===== src/rtl/column_cfg_pkg.sv =====
// Shared definitions for the column configuration loader: FSM state
// encoding, the header sync byte, and a width helper.
package column_cfg_pkg;

    typedef enum logic [2:0] {
        ST_IDLE   = 3'd0,
        ST_LOAD   = 3'd1,
        ST_DRAIN  = 3'd2,
        ST_STROBE = 3'd3,
        ST_GAP    = 3'd4
    } state_t;

    localparam int         SYNC_W   = 8;
    localparam logic [7:0] CFG_SYNC = 8'hA5;

    // $clog2 that never returns zero, so 1-deep counters still get a bit
    function automatic int clog2_min1(input int n);
        return (n <= 2) ? 1 : $clog2(n);
    endfunction

endpackage


===== src/rtl/frame_strobe_decoder.sv =====
// Turns a frame index plus enable into a registered one-hot FrameStrobe.
// Out-of-range indices decode to all-zero, so the column never sees a
// strobe on a line that does not exist.
module frame_strobe_decoder
    import column_cfg_pkg::*;
#(
    parameter int MaxFramesPerCol = 20,
    parameter int IW              = clog2_min1(MaxFramesPerCol)
) (
    input  logic                       UserCLK,
    input  logic                       resetn,
    input  logic [IW-1:0]              idx,
    input  logic                       en,
    output logic [MaxFramesPerCol-1:0] strobe
);

    logic [MaxFramesPerCol-1:0] strobe_d;

    // Decode: at most one line matches, none when idx is out of range
    always_comb begin
        strobe_d = '0;
        for (int i = 0; i < MaxFramesPerCol; i++) begin
            if (en && (idx == IW'(i)))
                strobe_d[i] = 1'b1;
        end
    end

    // Register the strobe; reset drops it immediately
    always_ff @(posedge UserCLK or negedge resetn) begin
        if (!resetn)
            strobe <= '0;
        else
            strobe <= strobe_d;
    end

endmodule


===== src/rtl/column_frame_loader.sv =====
// Configuration sequencer for one fabric column. Collects a header plus
// NumRows data words over valid/ready, then holds FrameData steady while a
// single FrameStrobe line pulses for StrobeCycles cycles, followed by a
// one-cycle quiet gap before the next header is accepted.
module column_frame_loader
    import column_cfg_pkg::*;
#(
    parameter int MaxFramesPerCol = 20,
    parameter int FrameBitsPerRow = 32,
    parameter int NumRows         = 4,
    parameter int StrobeCycles    = 2
) (
    input  logic                               UserCLK,
    input  logic                               resetn,
    input  logic                               s_valid,
    output logic                               s_ready,
    input  logic [FrameBitsPerRow-1:0]         s_data,
    input  logic                               err_clr,
    output logic [FrameBitsPerRow*NumRows-1:0] FrameData,
    output logic [MaxFramesPerCol-1:0]         FrameStrobe,
    output logic                               busy,
    output logic [15:0]                        frames_done,
    output logic                               err_addr,
    output logic                               err_sync
);

    localparam int FBR = FrameBitsPerRow;
    localparam int IW  = clog2_min1(MaxFramesPerCol);
    localparam int RW  = clog2_min1(NumRows);
    localparam int CW  = clog2_min1(StrobeCycles + 1);

    localparam logic [IW:0]   MAX_IDX  = (IW+1)'(MaxFramesPerCol);
    localparam logic [RW-1:0] LAST_ROW = RW'(NumRows - 1);
    localparam logic [CW-1:0] SC_END   = CW'(StrobeCycles);

    state_t                     state;
    logic [RW-1:0]              row;
    logic [CW-1:0]              scnt;
    logic [IW-1:0]              idx_q;
    logic [NumRows-1:0][FBR-1:0] data_q;
    logic [15:0]                frames_q;
    logic                       err_addr_q;
    logic                       err_sync_q;

    logic          xfer;
    logic          is_sync;
    logic [IW-1:0] hdr_idx;
    logic          idx_ok;
    logic          last_row;
    logic          strobe_last;
    logic          strobe_en;

    assign s_ready     = (state == ST_IDLE) || (state == ST_LOAD) || (state == ST_DRAIN);
    assign busy        = (state != ST_IDLE);
    assign xfer        = s_valid & s_ready;
    assign is_sync     = (s_data[FBR-1 -: SYNC_W] == CFG_SYNC);
    assign hdr_idx     = s_data[IW-1:0];
    assign idx_ok      = ({1'b0, hdr_idx} < MAX_IDX);
    assign last_row    = (row == LAST_ROW);
    assign strobe_last = (scnt == SC_END);
    // The strobe register lags the state by one edge, so STROBE lasts one
    // extra cycle (scnt == StrobeCycles) in which the decoder is disabled.
    assign strobe_en   = (state == ST_STROBE) && (scnt < SC_END);

    // Sequencer: header decode, row counting, strobe timing
    always_ff @(posedge UserCLK or negedge resetn) begin
        if (!resetn) begin
            state <= ST_IDLE;
            row   <= '0;
            scnt  <= '0;
            idx_q <= '0;
        end else begin
            case (state)
                ST_IDLE: begin
                    if (xfer && is_sync) begin
                        row <= '0;
                        if (idx_ok) begin
                            idx_q <= hdr_idx;
                            state <= ST_LOAD;
                        end else begin
                            state <= ST_DRAIN;
                        end
                    end
                end
                ST_LOAD: begin
                    if (xfer) begin
                        if (last_row) begin
                            row   <= '0;
                            scnt  <= '0;
                            state <= ST_STROBE;
                        end else begin
                            row <= row + RW'(1);
                        end
                    end
                end
                ST_DRAIN: begin
                    if (xfer) begin
                        if (last_row) begin
                            row   <= '0;
                            state <= ST_IDLE;
                        end else begin
                            row <= row + RW'(1);
                        end
                    end
                end
                ST_STROBE: begin
                    scnt <= scnt + CW'(1);
                    if (strobe_last)
                        state <= ST_GAP;
                end
                ST_GAP: begin
                    state <= ST_IDLE;
                end
                default: begin
                    state <= ST_IDLE;
                end
            endcase
        end
    end

    // Row registers only change while loading, so they are stable in STROBE/GAP
    always_ff @(posedge UserCLK or negedge resetn) begin
        if (!resetn)
            data_q <= '0;
        else if ((state == ST_LOAD) && xfer)
            data_q[row] <= s_data;
    end

    // Frame counter bumps on entry to GAP; wraps naturally at 16 bits
    always_ff @(posedge UserCLK or negedge resetn) begin
        if (!resetn)
            frames_q <= '0;
        else if ((state == ST_STROBE) && strobe_last)
            frames_q <= frames_q + 16'd1;
    end

    // Sticky error flags; a new error in the same cycle beats err_clr
    always_ff @(posedge UserCLK or negedge resetn) begin
        if (!resetn) begin
            err_addr_q <= 1'b0;
            err_sync_q <= 1'b0;
        end else begin
            if ((state == ST_IDLE) && xfer && is_sync && !idx_ok)
                err_addr_q <= 1'b1;
            else if (err_clr)
                err_addr_q <= 1'b0;

            if ((state == ST_IDLE) && xfer && !is_sync)
                err_sync_q <= 1'b1;
            else if (err_clr)
                err_sync_q <= 1'b0;
        end
    end

    frame_strobe_decoder #(
        .MaxFramesPerCol (MaxFramesPerCol),
        .IW              (IW)
    ) u_strobe (
        .UserCLK (UserCLK),
        .resetn  (resetn),
        .idx     (idx_q),
        .en      (strobe_en),
        .strobe  (FrameStrobe)
    );

    assign FrameData   = data_q;
    assign frames_done = frames_q;
    assign err_addr    = err_addr_q;
    assign err_sync    = err_sync_q;

endmodule


===== config.mk =====
export PLATFORM = sky130hd
export DESIGN_NAME = column_frame_loader
export DESIGN_NICKNAME = d
export VERILOG_FILES = /design/src/rtl/column_cfg_pkg.sv /design/src/rtl/frame_strobe_decoder.sv /design/src/rtl/column_frame_loader.sv
export SDC_FILE = /design/constraint.sdc
export NUM_CORES = 1
export LEC_CHECK = 0
export ABC_AREA = 1
export CAP_MARGIN = 20
export CORE_MARGIN = 8
export CORE_UTILIZATION = 51
export DETAILED_ROUTE_END_ITERATION = 12
export PLACE_DENSITY = 0.86
export SKIP_LAST_GASP = 1
export SLEW_MARGIN = 20
export SYNTH_ARGS = -nofsm -noshare
export SYNTH_HDL_FRONTEND = slang
export SYNTH_SLANG_ARGS = --single-unit

===== constraint.sdc =====
create_clock -name UserCLK -period 2 [get_ports UserCLK]
set_input_delay 0.2 -clock UserCLK [delete_from_list [all_inputs] [get_ports UserCLK]]
set_output_delay 0.2 -clock UserCLK [all_outputs]
set_load 0.02 [all_outputs]

==> results of run 1 <==
[state kept, by name (all words and copies together), names as in the netlist]
register,count
frames_done,16
err_addr,1
row,2
u_strobe.strobe,20
FrameData,128
idx_q,5
err_sync,1
state,3
scnt,2
[cells in the final DEF (no fill, tap or decap)]
| master | instances |
|---|---|
| sky130_fd_sc_hd__nand3_2 | 2 |
| sky130_fd_sc_hd__dlygate4sd3_1 | 1 |
| sky130_fd_sc_hd__inv_6 | 4 |
| sky130_fd_sc_hd__clkinvlp_4 | 4 |
| sky130_fd_sc_hd__nand2_1 | 189 |
| sky130_fd_sc_hd__nand3b_1 | 3 |
| sky130_fd_sc_hd__clkdlybuf4s50_1 | 200 |
| sky130_fd_sc_hd__nor2_4 | 3 |
| sky130_fd_sc_hd__clkinv_2 | 3 |
| sky130_fd_sc_hd__o21ai_0 | 131 |
| sky130_fd_sc_hd__clkbuf_8 | 1 |
| sky130_fd_sc_hd__o22ai_1 | 2 |
| sky130_fd_sc_hd__dlymetal6s2s_1 | 1 |
| sky130_fd_sc_hd__a21oi_1 | 4 |
| sky130_fd_sc_hd__nor4_1 | 1 |
| sky130_fd_sc_hd__clkbuf_16 | 17 |
| sky130_fd_sc_hd__xor2_1 | 4 |
| sky130_fd_sc_hd__nand3_1 | 15 |
| sky130_fd_sc_hd__inv_2 | 2 |
| sky130_fd_sc_hd__buf_6 | 1 |
| sky130_fd_sc_hd__o21a_1 | 1 |
| sky130_fd_sc_hd__nand4_1 | 5 |
| sky130_fd_sc_hd__dfrtp_1 | 178 |
| sky130_fd_sc_hd__nor3_4 | 1 |
| sky130_fd_sc_hd__nor2_1 | 34 |
| sky130_fd_sc_hd__nor3_1 | 5 |
| sky130_fd_sc_hd__o21ai_1 | 7 |
| sky130_fd_sc_hd__nand2_2 | 1 |
| sky130_fd_sc_hd__clkinv_4 | 2 |
| sky130_fd_sc_hd__buf_12 | 4 |
| sky130_fd_sc_hd__buf_4 | 6 |
| sky130_fd_sc_hd__nand3_4 | 3 |
| sky130_fd_sc_hd__bufinv_16 | 1 |
| sky130_fd_sc_hd__nor2_2 | 2 |
| sky130_fd_sc_hd__inv_1 | 62 |
| sky130_fd_sc_hd__ha_1 | 6 |
| sky130_fd_sc_hd__xnor2_1 | 3 |
| sky130_fd_sc_hd__dlygate4sd2_1 | 1 |
[repair_timing]
item | 4_1_cts | 5_1_grt
setup endpoints to repair | 1 | 1
gates resized for setup | 1 | 1
hold buffers | 1 | 0
hold endpoints to repair | 46 | 0
[power by group]
group          internal [mW]  total (mW)  switching, mW
sequential              4.76        5.45          0.691
combinational           2.54        5.74           3.19
clock                   1.76        3.15           1.40
[stage by stage]
step	setup WS [ns]	util [%]	total power, mW	hold slack [ns]	cells
after floorplan	0.487	-	8.22	-0.0956	689
after global placement	0.312	69.1	11.1	0.172	1053
after detailed placement	0.218	69.1	11.3	0.171	1053
after CTS	0.00950	73.5	14.5	0.278	1086
after global routing	0.131	73.5	15.2	0.303	1086
final	0.206	73.5	14.3	0.281	1086
[final cells by class]
cell class                 instances  area share, %
tap                              176           2.28
clock inverter                    14           1.32
clock buffer                      18           4.55
timing repair buffer             214           22.5
inverter                          64           2.49
sequential                       178           46.1
multi-input combinational        422           20.8
[cell families (layout without fill, tap and decap cells)]
kind of cell    count (synthesis)  count (layout)
compound gates                145             145
xor+xnor                        7               7
fa+ha+maj                       6               6
buf+inv                        89             310
flops                         178             178
simple gates                  264             264
[worst paths after layout]
| path | to | slack (ns) |
|---|---|---|
| worst max-delay path | FrameData[114] | 0.21 |
| worst min-delay path | FrameData[58] | 0.28 |
| worst max register to register | FrameData[114] | 0.21 |
| worst min register to register | FrameData[61] | 0.48 |
| max in group asynchronous | frames_done[4] | 1.05 |
| min in group UserCLK | err_addr | 0.39 |
[worst max-delay path, cell delays in order, from the launching register on]
cell,delay [ns]
sky130_fd_sc_hd__dfrtp_1,0.43
sky130_fd_sc_hd__ha_1,0.23
sky130_fd_sc_hd__nand2_1,0.10
sky130_fd_sc_hd__inv_1,0.07
sky130_fd_sc_hd__nand2_2,0.06
sky130_fd_sc_hd__buf_4,0.48
sky130_fd_sc_hd__o21ai_0,0.21
[per-layer routing]
| metal | GRT usage (%) | share of wire (%) |
|---|---|---|
| met1 | 24.6 | 40 |
| met2 | 35.4 | 50 |
| met3 | 6.71 | 6.7 |
| met4 | 10.2 | 3.1 |
| met5 | 0 | 0 |
==> run summary, run 1 <==
Summed over all cells, the static leakage comes to 4.49 nW. Share of the yosys chip area belonging to registers: 65.3%. The detailed router finished its first iteration with 427 violations. By count the netlist is led by sky130_fd_sc_hd__nand2_1, sky130_fd_sc_hd__dfrtp_1, sky130_fd_sc_hd__o21ai_0.

The count of input and output buffers works out to 203. The top cell type by area accounts for 65.3% of the synthesized area. The root buffer cell chosen for the clock tree is sky130_fd_sc_hd__clkbuf_16. Yosys printed 0 warnings.

The worst path uses 89.7% of the clock period. The clock net in this run drives a total of 178 sinks. The maximum VDD drop was 0.885 mV. The clock transition at the register clock pins on the worst setup and hold paths after CTS was 0.07 ns. For this run, design rule violations remaining after detail routing come to 0.

Number of fill cells: 906. The flow ran to the end, and the final reports show no timing, DRC or antenna violations. Across the run, the number of max-cap violations was 0.

The largest fanout on the critical path was 64; the routed via count was 5525. On the final layout, the worst clock skew is 0.00735 ns. The basic-gate share of the synthesized area counting and, or, nand and nor cells is 16.7%. The mean cell area of the mapped netlist is 9.90 µm². The final net count was 939. For this design the ratio of total power to cell area is 1490 nW/µm². After technology mapping, the gate count stands at 689.

Of the total synthesized cell area, the portion taken by XOR and XNOR cells is 0.899%. TritonCTS built the clock tree. The chip width is 132 µm. Clock latency at the later pin of the worst-skew pair: 0.42 ns. 0 antenna diodes ended up in the layout.

The weighted congestion at the end of routability-driven global placement came out at 0.807. Sorting the synthesized cells by area gives the leading types as sky130_fd_sc_hd__dfrtp_1, sky130_fd_sc_hd__nand2_1, sky130_fd_sc_hd__o21ai_0. The tools report the critical path launch point type as a flip-flop. The start point of the critical path was row[0].

The run gives 65 as the maximum number of pins on one net before global-route repair. The logic depth of the worst register-to-register path is 6, and the worst endpoint data arrival time is 2.06 ns. Data on the critical path is required at its endpoint by 2.27 ns. The total iterations of the first detailed-routing run was 5; the number of primary I/O pins was 204.

In this run the tightest slew margin relative to its limit is 58.6%. The dominant combinational cell family by area after synthesis was simple AND/OR/NAND/NOR gates. The signed area change from the synthesized netlist to the final layout works out to 41.6%. The leftover overflow at the end of global routing came out at 0. STA classifies the critical path endpoint as a flip-flop. Proportion of synthesized flip-flops having asynchronous set or reset: 100%. The number of antenna violations at the first check in global routing was 0. The area of all placed cells without fillers came out at 9660 µm². Setup violations remaining at the end of the flow were counted as 0. The clock tree synthesis step divided the H-tree into 4 levels.

The startpoint identified for the worst register-to-register timing path is row[0]. The portion of synthesized area spent on multiplexers is 0%. The floorplan step defined a core boundary enclosing 13100 µm². For this run, the total global-route usage over all layers was measured as 21.3%. Setup repair after global routing left no endpoint under its margin. From bottom edge to top edge, the die measures 132 µm.

The area fraction in compound gates after synthesis was 10.7%; the worst-margin pin slew was 0.620 ns. The tools report the number of hold violations in the final report as 0. The count of nets left with antenna violations once routing finished came out at 0. For the highest achievable clock rate, the log shows 558 MHz.

The multi-input combinational cells in the finished layout cover a total of 2010 µm². The mapped netlist covers 6820 µm². The min-delay analysis places its worst path in the category input pin to asynchronous set/reset pin. Once placement finished, the instance area stood at 9080 µm². The floorplan step defined a die boundary enclosing 17300 µm². Summed over all layers, the routed wires come to 18000 µm. The via count normalized by instance count is 5.09, and the clock period minus final worst setup slack is 1.79 ns. TritonCTS created 17 clock buffers. By instance count, the leading cell after synthesis is sky130_fd_sc_hd__nand2_1.

The cell row count is 42, and the adder-cell area share of the yosys netlist is 1.10%. Among all flip-flop cells after synthesis, the most frequent one is sky130_fd_sc_hd__dfrtp_1. Once the floorplan was initialized, standard cells occupied 51.9% of the core. The post-detailed-placement half-perimeter wirelength is 13000 µm, and the max-slew violation count is 0. Library cell occupying the most area in the post-synthesis netlist: sky130_fd_sc_hd__dfrtp_1. The run gives 2 as the buffer levels on the longest clock path. The setup path with the least slack is of type flip-flop to flip-flop.

The post-route netlist has 6.26% of its cells at a drive strength greater than 1. Synthesis produced a netlist with a net count of 731. The sequential cell area is 4450 µm².

The number of storage elements in the synthesis netlist works out to 178. The netlist uses 27 different library cells. The tools report the post-CTS repair timing setup buffer count as 0. The first global-routing pass estimated 29700 µm of wire.

The number of global-route vias before repair was 5560. Dividing the detail-routed wire length by the instance count gives 16.6 µm. The sum of negative setup slack was 0 ns. The number of enable flip-flop cells after synthesis works out to 0.
No activity file was read; power rests on OpenSTA's default activity.
==> run 2, diff against run 1 <==
CORE_UTILIZATION = 47   (was 51)
PLACE_DENSITY = 0.8   (was 0.86)
clock period = 1.72 ns   (was 2 ns; I/O delays follow)
==> run summary, run 2 (synthesized netlist as in run 1, its figures left out) <==
The post-route antenna net violation count was 0 (unchanged). The logs give 18600 µm² (+7.5%) for the floorplan die area and 0 (unchanged) for the leftover overflow at the end of global routing. The logic depth of the worst setup path including buffers works out to 1 (-5). The run gives 178 (unchanged) as the number of clock sinks. For the number of primary I/O pins, the log shows 204 (unchanged). The required time at the worst-slack endpoint was 1.55 ns (-0.72 ns); the starting density of the core was 47.4% (-4.4 points). The clock latency at the later pin of the worst-skew pair was 0.42 ns (about the same). The ratio of cells with drive above 1 in the final layout was 6.46% (+0.20 points); the ratio of total power to cell area was 1710 nW/µm² (+15%). The tools report the weighted congestion at the end of routability-driven global placement as 0.828 (+2.6%). The maximum VDD drop was 0.911 mV (+3.0%). The run finished with clean final reports. STA classifies the critical path endpoint as an output pin. The run gives 0 (unchanged) as the number of antenna violations at the first check in global routing. The tools report the total power draw as 16.6 mW (+16%). The tree is rooted in a sky130_fd_sc_hd__clkbuf_16. The pre-CTS worst setup slack came out at 0.0220 ns (-0.196 ns). The count of input and output buffers works out to 203 (unchanged). The run gives 943 (+0.43%) as the final net count. The largest fanout on the critical path was 5 (-92%). For the overall routed net length, the log shows 17900 µm (-0.61%). Number of DRC violations after detailed routing: 0 (unchanged). STA classifies the critical path startpoint as a flip-flop.

The clock period minus final worst setup slack was 1.66 ns. The total iterations of the first detailed-routing run is 7 (+2). The least setup slack across all paths after layout came out at 0.0551 ns (-0.151 ns). The number of buffers created by CTS was 17 (unchanged). The total buffers and inverters traversed by the critical path is 1 (-1), and the clock transition at the register clock pins on the worst setup and hold paths after CTS is 0.06 ns (about the same). The logic depth of the worst register-to-register path was 6 (unchanged); the max-capacitance violation count was 0 (unchanged). CTS H-tree depth: 4 (unchanged). The total of endpoints with negative setup slack in the final report was 0 (unchanged); the leakage power figure was 4.53 nW (+0.75%). The highest achievable clock rate is 601 MHz, and the floorplan core area is 14400 µm² (+9.4%). The tools report the number of fill cells as 1136 (+25%). The number of hold violations in the final report was 0 (unchanged).

The buffer levels on the longest clock path is 2 (unchanged). Compared with the post-synthesis result, the final layout area differs by 42.6%. The library cell used most frequently in the layout, excluding fill and tap cells, is sky130_fd_sc_hd__clkdlybuf4s50_1. The run gives 283 (-34%) as the count of routing violations after the opening detailed-route iteration. The largest delay contributor family on the critical path is buffers and inverters. The critical path starts at frames_done[7]. TritonCTS built the clock tree. In the layout the commonest cells are sky130_fd_sc_hd__clkdlybuf4s50_1, sky130_fd_sc_hd__nand2_1, sky130_fd_sc_hd__dfrtp_1, sky130_fd_sc_hd__o21ai_0, sky130_fd_sc_hd__inv_1.

Wire length of the first global-routing pass: 28100 µm (-5.4%). The flip-flop count of the largest register after layout is 128 (unchanged), and the number of global-route vias before repair is 5326 (-4.2%). The number of antenna cells inserted was 0 (unchanged).

The min-delay analysis places its worst path in the category input pin to asynchronous set/reset pin. The setup path with the least slack is of type flip-flop to output pin. The critical path goes through clkdlybuf4s50_1. Capturing element of the worst setup path: frames_done[7]. The cell row count is 44 (+4.8%), and the total global routing track utilization is 19.6% (-1.7 points). The max-slew violation count came out at 0 (unchanged).

For the setup skew after layout, the log shows 0.0102 ns (+0.00282 ns). The maximum number of pins on one net before global-route repair came out at 65 (unchanged). The longest individual stage delay on the worst path works out to 0.64 ns (+0.16 ns).

Via count normalized by instance count: 4.90 (-3.7%). Of the available clock period, the critical path in the final layout requires 96.8%. The die outline height works out to 136 µm (+3.7%).

Setup repair after global routing left no endpoint under its margin. The worst-margin pin slew works out to 0.406 ns (-0.214 ns). Routed via count: 5372 (-2.8%). The chip width was 136 µm (+3.7%); the worst endpoint data arrival time was 1.49 ns (-0.57 ns). The tools report the worst reg-to-reg setup slack as 0.15 ns (-0.06 ns).

The average detailed-routed wire length per instance was 16.3 µm (-1.6%); the sum of negative setup slack was 0 ns (unchanged). Worst reg2reg path endpoint: FrameData[121]. The tools report the tightest slew margin relative to the limit as 72.9% (+14 points). The tools report the source of the worst register-to-register timing path as state[1]. The post-detailed-placement half-perimeter wirelength is 13000 µm (+0.45%). Cell type of the slowest stage on the worst timing path: sky130_fd_sc_hd__clkdlybuf4s50_1.
## run 2: cell count changes in the layout (fill, tap and decap cells not counted)
cell                             previous run  this run
sky130_fd_sc_hd__nand2_2                    1         2
sky130_fd_sc_hd__clkbuf_1                   0         4
sky130_fd_sc_hd__inv_6                      4         0
sky130_fd_sc_hd__buf_12                     4         8
sky130_fd_sc_hd__dlymetal6s2s_1             1         0
sky130_fd_sc_hd__nand2_1                  189       188
sky130_fd_sc_hd__clkinv_4                   2         3
sky130_fd_sc_hd__clkbuf_2                   0         2
sky130_fd_sc_hd__clkinvlp_4                 4         2
sky130_fd_sc_hd__clkinv_2                   3         2
sky130_fd_sc_hd__clkbuf_8                   1         2
sky130_fd_sc_hd__dlygate4sd2_1              1         0
## run 2: timing repair
action / in CTS / in global routing
setup buffers: 0 / 0
resized for setup: 2 / 5
pin swaps: 0 / 0
setup endpoints to repair: 2 / 5
hold buffers: 1 / 0
hold endpoints to repair: 36 / 0
## run 2: layout make-up
cell class              instances  area (µm²)  share of cell area (%)
inverters                      64         240                    2.47
well taps                     184         230                    2.37
clock inverters                 8        81.3                   0.837
clock buffers                  23         468                    4.81
repair buffers                218        2240                    23.0
flip-flops and latches        178        4450                    45.8
multi-input cells             422        2010                    20.7
## run 2: how the worst min path moves through the flow
stage          slack [ns]   start            end  cells after the start
6_report             0.23  resetn  FrameData[58]                      2
4_1_cts              0.23  resetn  FrameData[61]                      2
3_3_place_gp         0.12  resetn  FrameData[58]                      1
3_5_place_dp         0.13  resetn  FrameData[58]                      1
2_1_floorplan       -0.12  resetn   FrameData[0]                      0
5_1_grt              0.25  resetn  FrameData[59]                      2
## run 2: metal layers
| metal | GRT usage, % | share of wire, % | vias to the layer above |
|---|---|---|---|
| met5 | 0 | 0 | - |
| li1 | - | - | 2630 |
| met2 | 31.5 | 49 | 153 |
| met1 | 24.0 | 43 | 2571 |
| met4 | 6.47 | 1.3 | 0 |
| met3 | 7.02 | 7.3 | 18 |
## run 2: stage by stage
stage / util, % / instance area, µm² / cells / hold slack (ns)
after detailed placement: 63.8 / 9170 / 1065 / 0.126
after global placement: 63.8 / 9170 / 1065 / 0.121
after CTS: 67.7 / 9730 / 1097 / 0.234
after global routing: 67.7 / 9720 / 1097 / 0.249
after floorplan: - / 6820 / 689 / -0.124
final: 67.7 / 9720 / 1097 / 0.235
## run 2: power by group
part           switching [mW]  internal [mW]
registers               0.811           5.53
logic                    3.68           2.97
clock network            1.54           2.06
total                    6.03           10.6
==> RTL change 1 (settings of run 2) <==
Register the output `err_sync` once more, with the module's reset; this adds one clock of latency there. The other outputs are not delayed to match.
--- a/src/rtl/column_frame_loader.sv
+++ b/src/rtl/column_frame_loader.sv
@@ -166,7 +166,13 @@
     assign FrameData   = data_q;
     assign frames_done = frames_q;
     assign err_addr    = err_addr_q;
-    assign err_sync    = err_sync_q;
+    always_ff @(posedge UserCLK or negedge resetn) begin
+        if (!resetn) begin
+            err_sync <= '0;
+        end else begin
+            err_sync <= err_sync_q;
+        end
+    end
 
 endmodule
 
Behaviour: not the same (Yosys sat finds a counterexample within 4 cycles, from zero or initial values and one cycle with resetn low).
==> RTL change 1 against run 2 <==
Sequential cell count rose by 1; die area is 0.32% higher; wire length increased by 0.45%; design area grew 0.18%; hold slack improved by 0.028 ns; setup slack better by 0.0042 ns; synthesized area rose by 0.37%; total power fell by 0.51%; largest power group unchanged.
==> RTL change 1: results (changes against run 2) <==
stage	metric	value	unit	change
outcome	status	finished clean		
final_layout	nNonClkBuffers	220		+0.92%
synthesis	synth-main-ff-cell	dfrtp_1		
timing	fin_skew	0.00599	ns	-0.00418 ns
routing	m1WireLength	7.26	mm	-4.5%
placement	placed_cell_area	9190	sq um	+0.22%
synthesis	syn_nets	732		+0.14%
power	powerComb	0.00664	W	about the same
power	sw_frac_of_total	0.370		+0.00710
placement	gp_congestion	0.846		+2.3%
synthesis	synthTopCellsByCount	nand2_1 (189), dfrtp_1 (179), o21ai_0 (131), inv_1 (62), nor2_1 (34)		
timing	worst_pin_slew	0.492	ns	+0.0855 ns
power	combPwrFrac	0.402		about the same
final_layout	nonClkBufAreaFrac	0.231		+0.000870
routing	wl_met2	8.86	mm	+1.5%
synthesis	ys_ff_latch	179		+0.56%
final_layout	fin_nets	946		+0.32%
final_layout	n_fill_cell	1113		-2.0%
final_layout	drive_above_1_share	0.0687		+0.00408
global_routing	met1_usage	0.237		-0.00374
clocking	cts.clk_slew.worst_paths	0.07	ns	
synthesis	syn_area_per_cell	9.92	sq um	+0.22%
final_layout	n_clock_buffer	18		-22%
routing	via_per_inst	4.98		+1.7%
placement	dp.final_hpwl	13.0	mm	-0.39%
global_routing	grt_pass1_wl	28.5	mm	+1.6%
final_layout	clkCellAreaFrac	0.0546		-0.00190
synthesis	ys_seq_area_frac	0.655		+0.00127
synthesis	synthTopCellsByArea	dfrtp_1 (65%), nand2_1 (10%), o21ai_0 (9.6%)		
final_layout	multi_input_area_share	0.206		-0.000629
placement	pre_cts_ws	0.00401	ns	-0.0180 ns
placement	dp.cells	1067		+0.19%
routing	vias	5481		+2.0%
worst_setup_path	critPathArrivalTime	1.49	ns	about the same
global_routing	globalRouteMet2Util	0.319		+0.00418
global_routing	grt_max_degree	63		-3.1%
final_layout	register_area	4480	sq um	+0.56%
routing	drt_wl_total	18.0	mm	+0.45%
global_routing	grtUsageTotal	0.195		-0.000560
power	peakVddDrop	0.805	mV	-12%
final_layout	design_area	9740	sq um	+0.18%
power	clk-power	0.00352	W	-2%
global_routing	grtUsageMet3	0.0620		-0.00817
routing	firstDrtPassIters	5		-2
routing	wl_met3	1.44	mm	+9.7%
power	p_leak	4.55	nW	+0.51%
clocking	clk_latency	0.42	ns	about the same
-- RTL change 1: path summary, 6_finish.rpt --
kind / end / slack [ns] / depth (start not counted)
setup / recovery: frames_done[7] / 0.06 / 1
hold / removal: FrameData[91] / 0.26 / 2
setup reg to reg: FrameData[10] / 0.11 / 7
hold reg to reg: err_sync / 0.38 / 0
max in group asynchronous: FrameData[118] / 0.87 / 3
min in group UserCLK: err_sync_q / 0.36 / 2
-- RTL change 1: timing repair --
action	4_1_cts	5_1_grt
resized for setup	2	4
pin swaps	0	1
buffers inserted	0	1
endpoints found under the setup margin	2	7
hold buffers	1	0
endpoints found under the hold margin	42	0
-- RTL change 1: cells by family after synthesis --
family | after synthesis | synth area share
and+or+nand+nor | 264 | 0.166
xor gates and xnor gates | 7 | 0.00896
adders and majority gates | 6 | 0.0110
DFF | 179 | 0.655
AOI/OAI and AO/OA | 145 | 0.107
buffers and inverters | 89 | 0.0523
==> RTL change 2 (settings of run 2) <==
Made on the original files. Change the parameter `NumRows` from 4 to 3.
--- a/src/rtl/column_frame_loader.sv
+++ b/src/rtl/column_frame_loader.sv
@@ -7,7 +7,7 @@
 #(
     parameter int MaxFramesPerCol = 20,
     parameter int FrameBitsPerRow = 32,
-    parameter int NumRows         = 4,
+    parameter int NumRows         = 3,
     parameter int StrobeCycles    = 2
 ) (
     input  logic                               UserCLK,
Interface: changed (resized FrameData); port bits go from 204 to 172. No check against the original RTL was run, so the function may have changed too.
==> RTL change 2 against run 2 <==
Wire length is 12% lower; first-iteration DRC count is 12% lower; critical endpoint is now frames_done[13]; sequential power is 20% lower; sequential cell count is 32 lower; total power is 13% lower; setup slack better by 0.0015 ns; critical path type unchanged; maximum frequency hardly changed; design area is 11% lower; synthesized area is 10% lower; largest power group unchanged.
==> RTL change 2: results (changes against run 2) <==
stage	metric	value	unit	change
power	peakVddDrop	0.981	mV	+7.7%
worst_hold_path	hp-class	input pin to async pin		
routing	drt-initial-drc-count	250		-12%
synthesis	synthAdderAreaFrac	0.00408		-0.00693
synthesis	syn_nets	662		-9.4%
synthesis	synth_xor_area_frac	0.0126		+0.00365
placement	dp.final_hpwl	11.5	mm	-12%
synthesis	synthTopCellsByArea	dfrtp_1 (60%), nand2_1 (11%), o21ai_2 (6.7%)		
final_layout	largest_register_ff_count	96		-25%
final_layout	n_fill_cell	969		-15%
clocking	cts.clk_slew.worst_paths	0.06	ns	about the same
synthesis	synth_compound_area_frac	0.127		+0.0199
synthesis	yosysWarnings	0		unchanged
routing	firstDrtPassIters	5		-2
synthesis	synthTopCellsByCount	nand2_1 (185), dfrtp_1 (146), inv_1 (60), o21ai_2 (47), nor2_1 (44)		
routing	via_per_inst	4.96		+1.2%
timing	worst_pin_slew	0.346	ns	-0.0599 ns
global_routing	grt_pass1_vias	4904		-7.9%
routing	drt_wl_total	15.7	mm	-12%
final_layout	drive_above_1_share	0.138		+0.0734
clocking	cts_setup_buffers	0		unchanged
power	p_leak	4.04	nW	-11%
outcome	status	finished clean		
global_routing	grtUsageTotal	0.188		-0.00707
synthesis	synth.distinct_cells	31		+15%
global_routing	antenna_found_initial	0		unchanged
final_layout	fin_nets	844		-10%
global_routing	grt_max_degree	67		+3.1%
final_layout	diodes	0		unchanged
global_routing	grt_pass1_wl	24.7	mm	-12%
worst_setup_path	critPathMaxFanout	5		unchanged
placement	numPortBuffers	171		-16%
placement	placed_cell_area	8020	sq um	-13%
timing	fin_skew	0.00748	ns	-0.00269 ns
synthesis	synth-main-ff-cell	dfrtp_1		
placement	gp_congestion	0.814		-1.6%
synthesis	ys_seq_area_frac	0.596		-0.0578
[RTL change 2: worst reg2reg max path, cell delays in order (launching register included)]
cell and delay [ns]:
dfrtp_1 0.42, ha_1 0.25, nand2_4 0.15, clkinv_2 0.26, nand3b_1 0.22, xnor2_1 0.13
[RTL change 2: logic make-up after synthesis]
| group | count (synthesis) |
|---|---|
| flip-flops | 146 |
| AO/OA/AOI/OAI | 120 |
| buffers and inverters | 83 |
| AND/OR/NAND/NOR | 265 |
| adder cells (fa/ha/maj) | 2 |
| XOR/XNOR | 8 |
[RTL change 2: final timing paths]
check                           startpoint               to  slack [ns]  cells after the start
max reg2reg                        scnt[1]   frames_done[5]        0.21                      5
min                                 resetn    FrameData[57]        0.18                      2
max in group asynchronous           resetn    FrameData[74]        0.91                      3
min in group UserCLK            s_data[12]    FrameData[44]        0.36                      3
min reg2reg                   FrameData[1]     FrameData[1]        0.48                      2
max                        frames_done[13]  frames_done[13]        0.06                      1
[RTL change 2: area by class of cell]
class	instances	area, sq um	area share
clock buffers	21	470	0.0545
clock inverters	11	128	0.0148
inverters	62	236	0.0274
multi-input cells	395	2020	0.234
flip-flops and latches	146	3650	0.423
well taps	172	215	0.0249
repair buffers	184	1910	0.221
[RTL change 2: layer usage]
layer | up-vias | wire length, microns | global-route usage
li1 | 2350 | - | -
met1 | 2393 | 6290 | 0.222
met2 | 148 | 8010 | 0.320
met3 | 21 | 1090 | 0.0551
met4 | 0 | 312 | 0.0724
met5 | - | 0 | 0
[RTL change 2: what timing repair did]
action,CTS,global route
endpoints found under the setup margin,2,4
hold endpoints to repair,146,0
hold buffers,1,0
resized for setup,2,4
pin swaps,0,0
[RTL change 2: per-stage QoR]
step / worst slack, ns / setup TNS [ns] / std cells / power (W) / hold slack (ns)
after floorplan: 0.301 / 0 / 624 / 0.00810 / -0.124
after global placement: 0.127 / 0 / 958 / 0.0106 / 0.0455
after detailed placement: 0.149 / 0 / 958 / 0.0108 / 0.0532
after CTS: 0.0127 / 0 / 991 / 0.0145 / 0.171
after global routing: -0.00824 / -0.00824 / 991 / 0.0151 / 0.199
final: 0.0566 / 0 / 991 / 0.0144 / 0.177
[RTL change 2: report_power, final]
group | total, W | switching (W) | internal (W)
Clock | 0.00367 | 0.00141 | 0.00226
Combinational | 0.00560 | 0.00311 | 0.00248
Sequential | 0.00510 | 0.000646 | 0.00445
Total | 0.0144 | 0.00517 | 0.00919
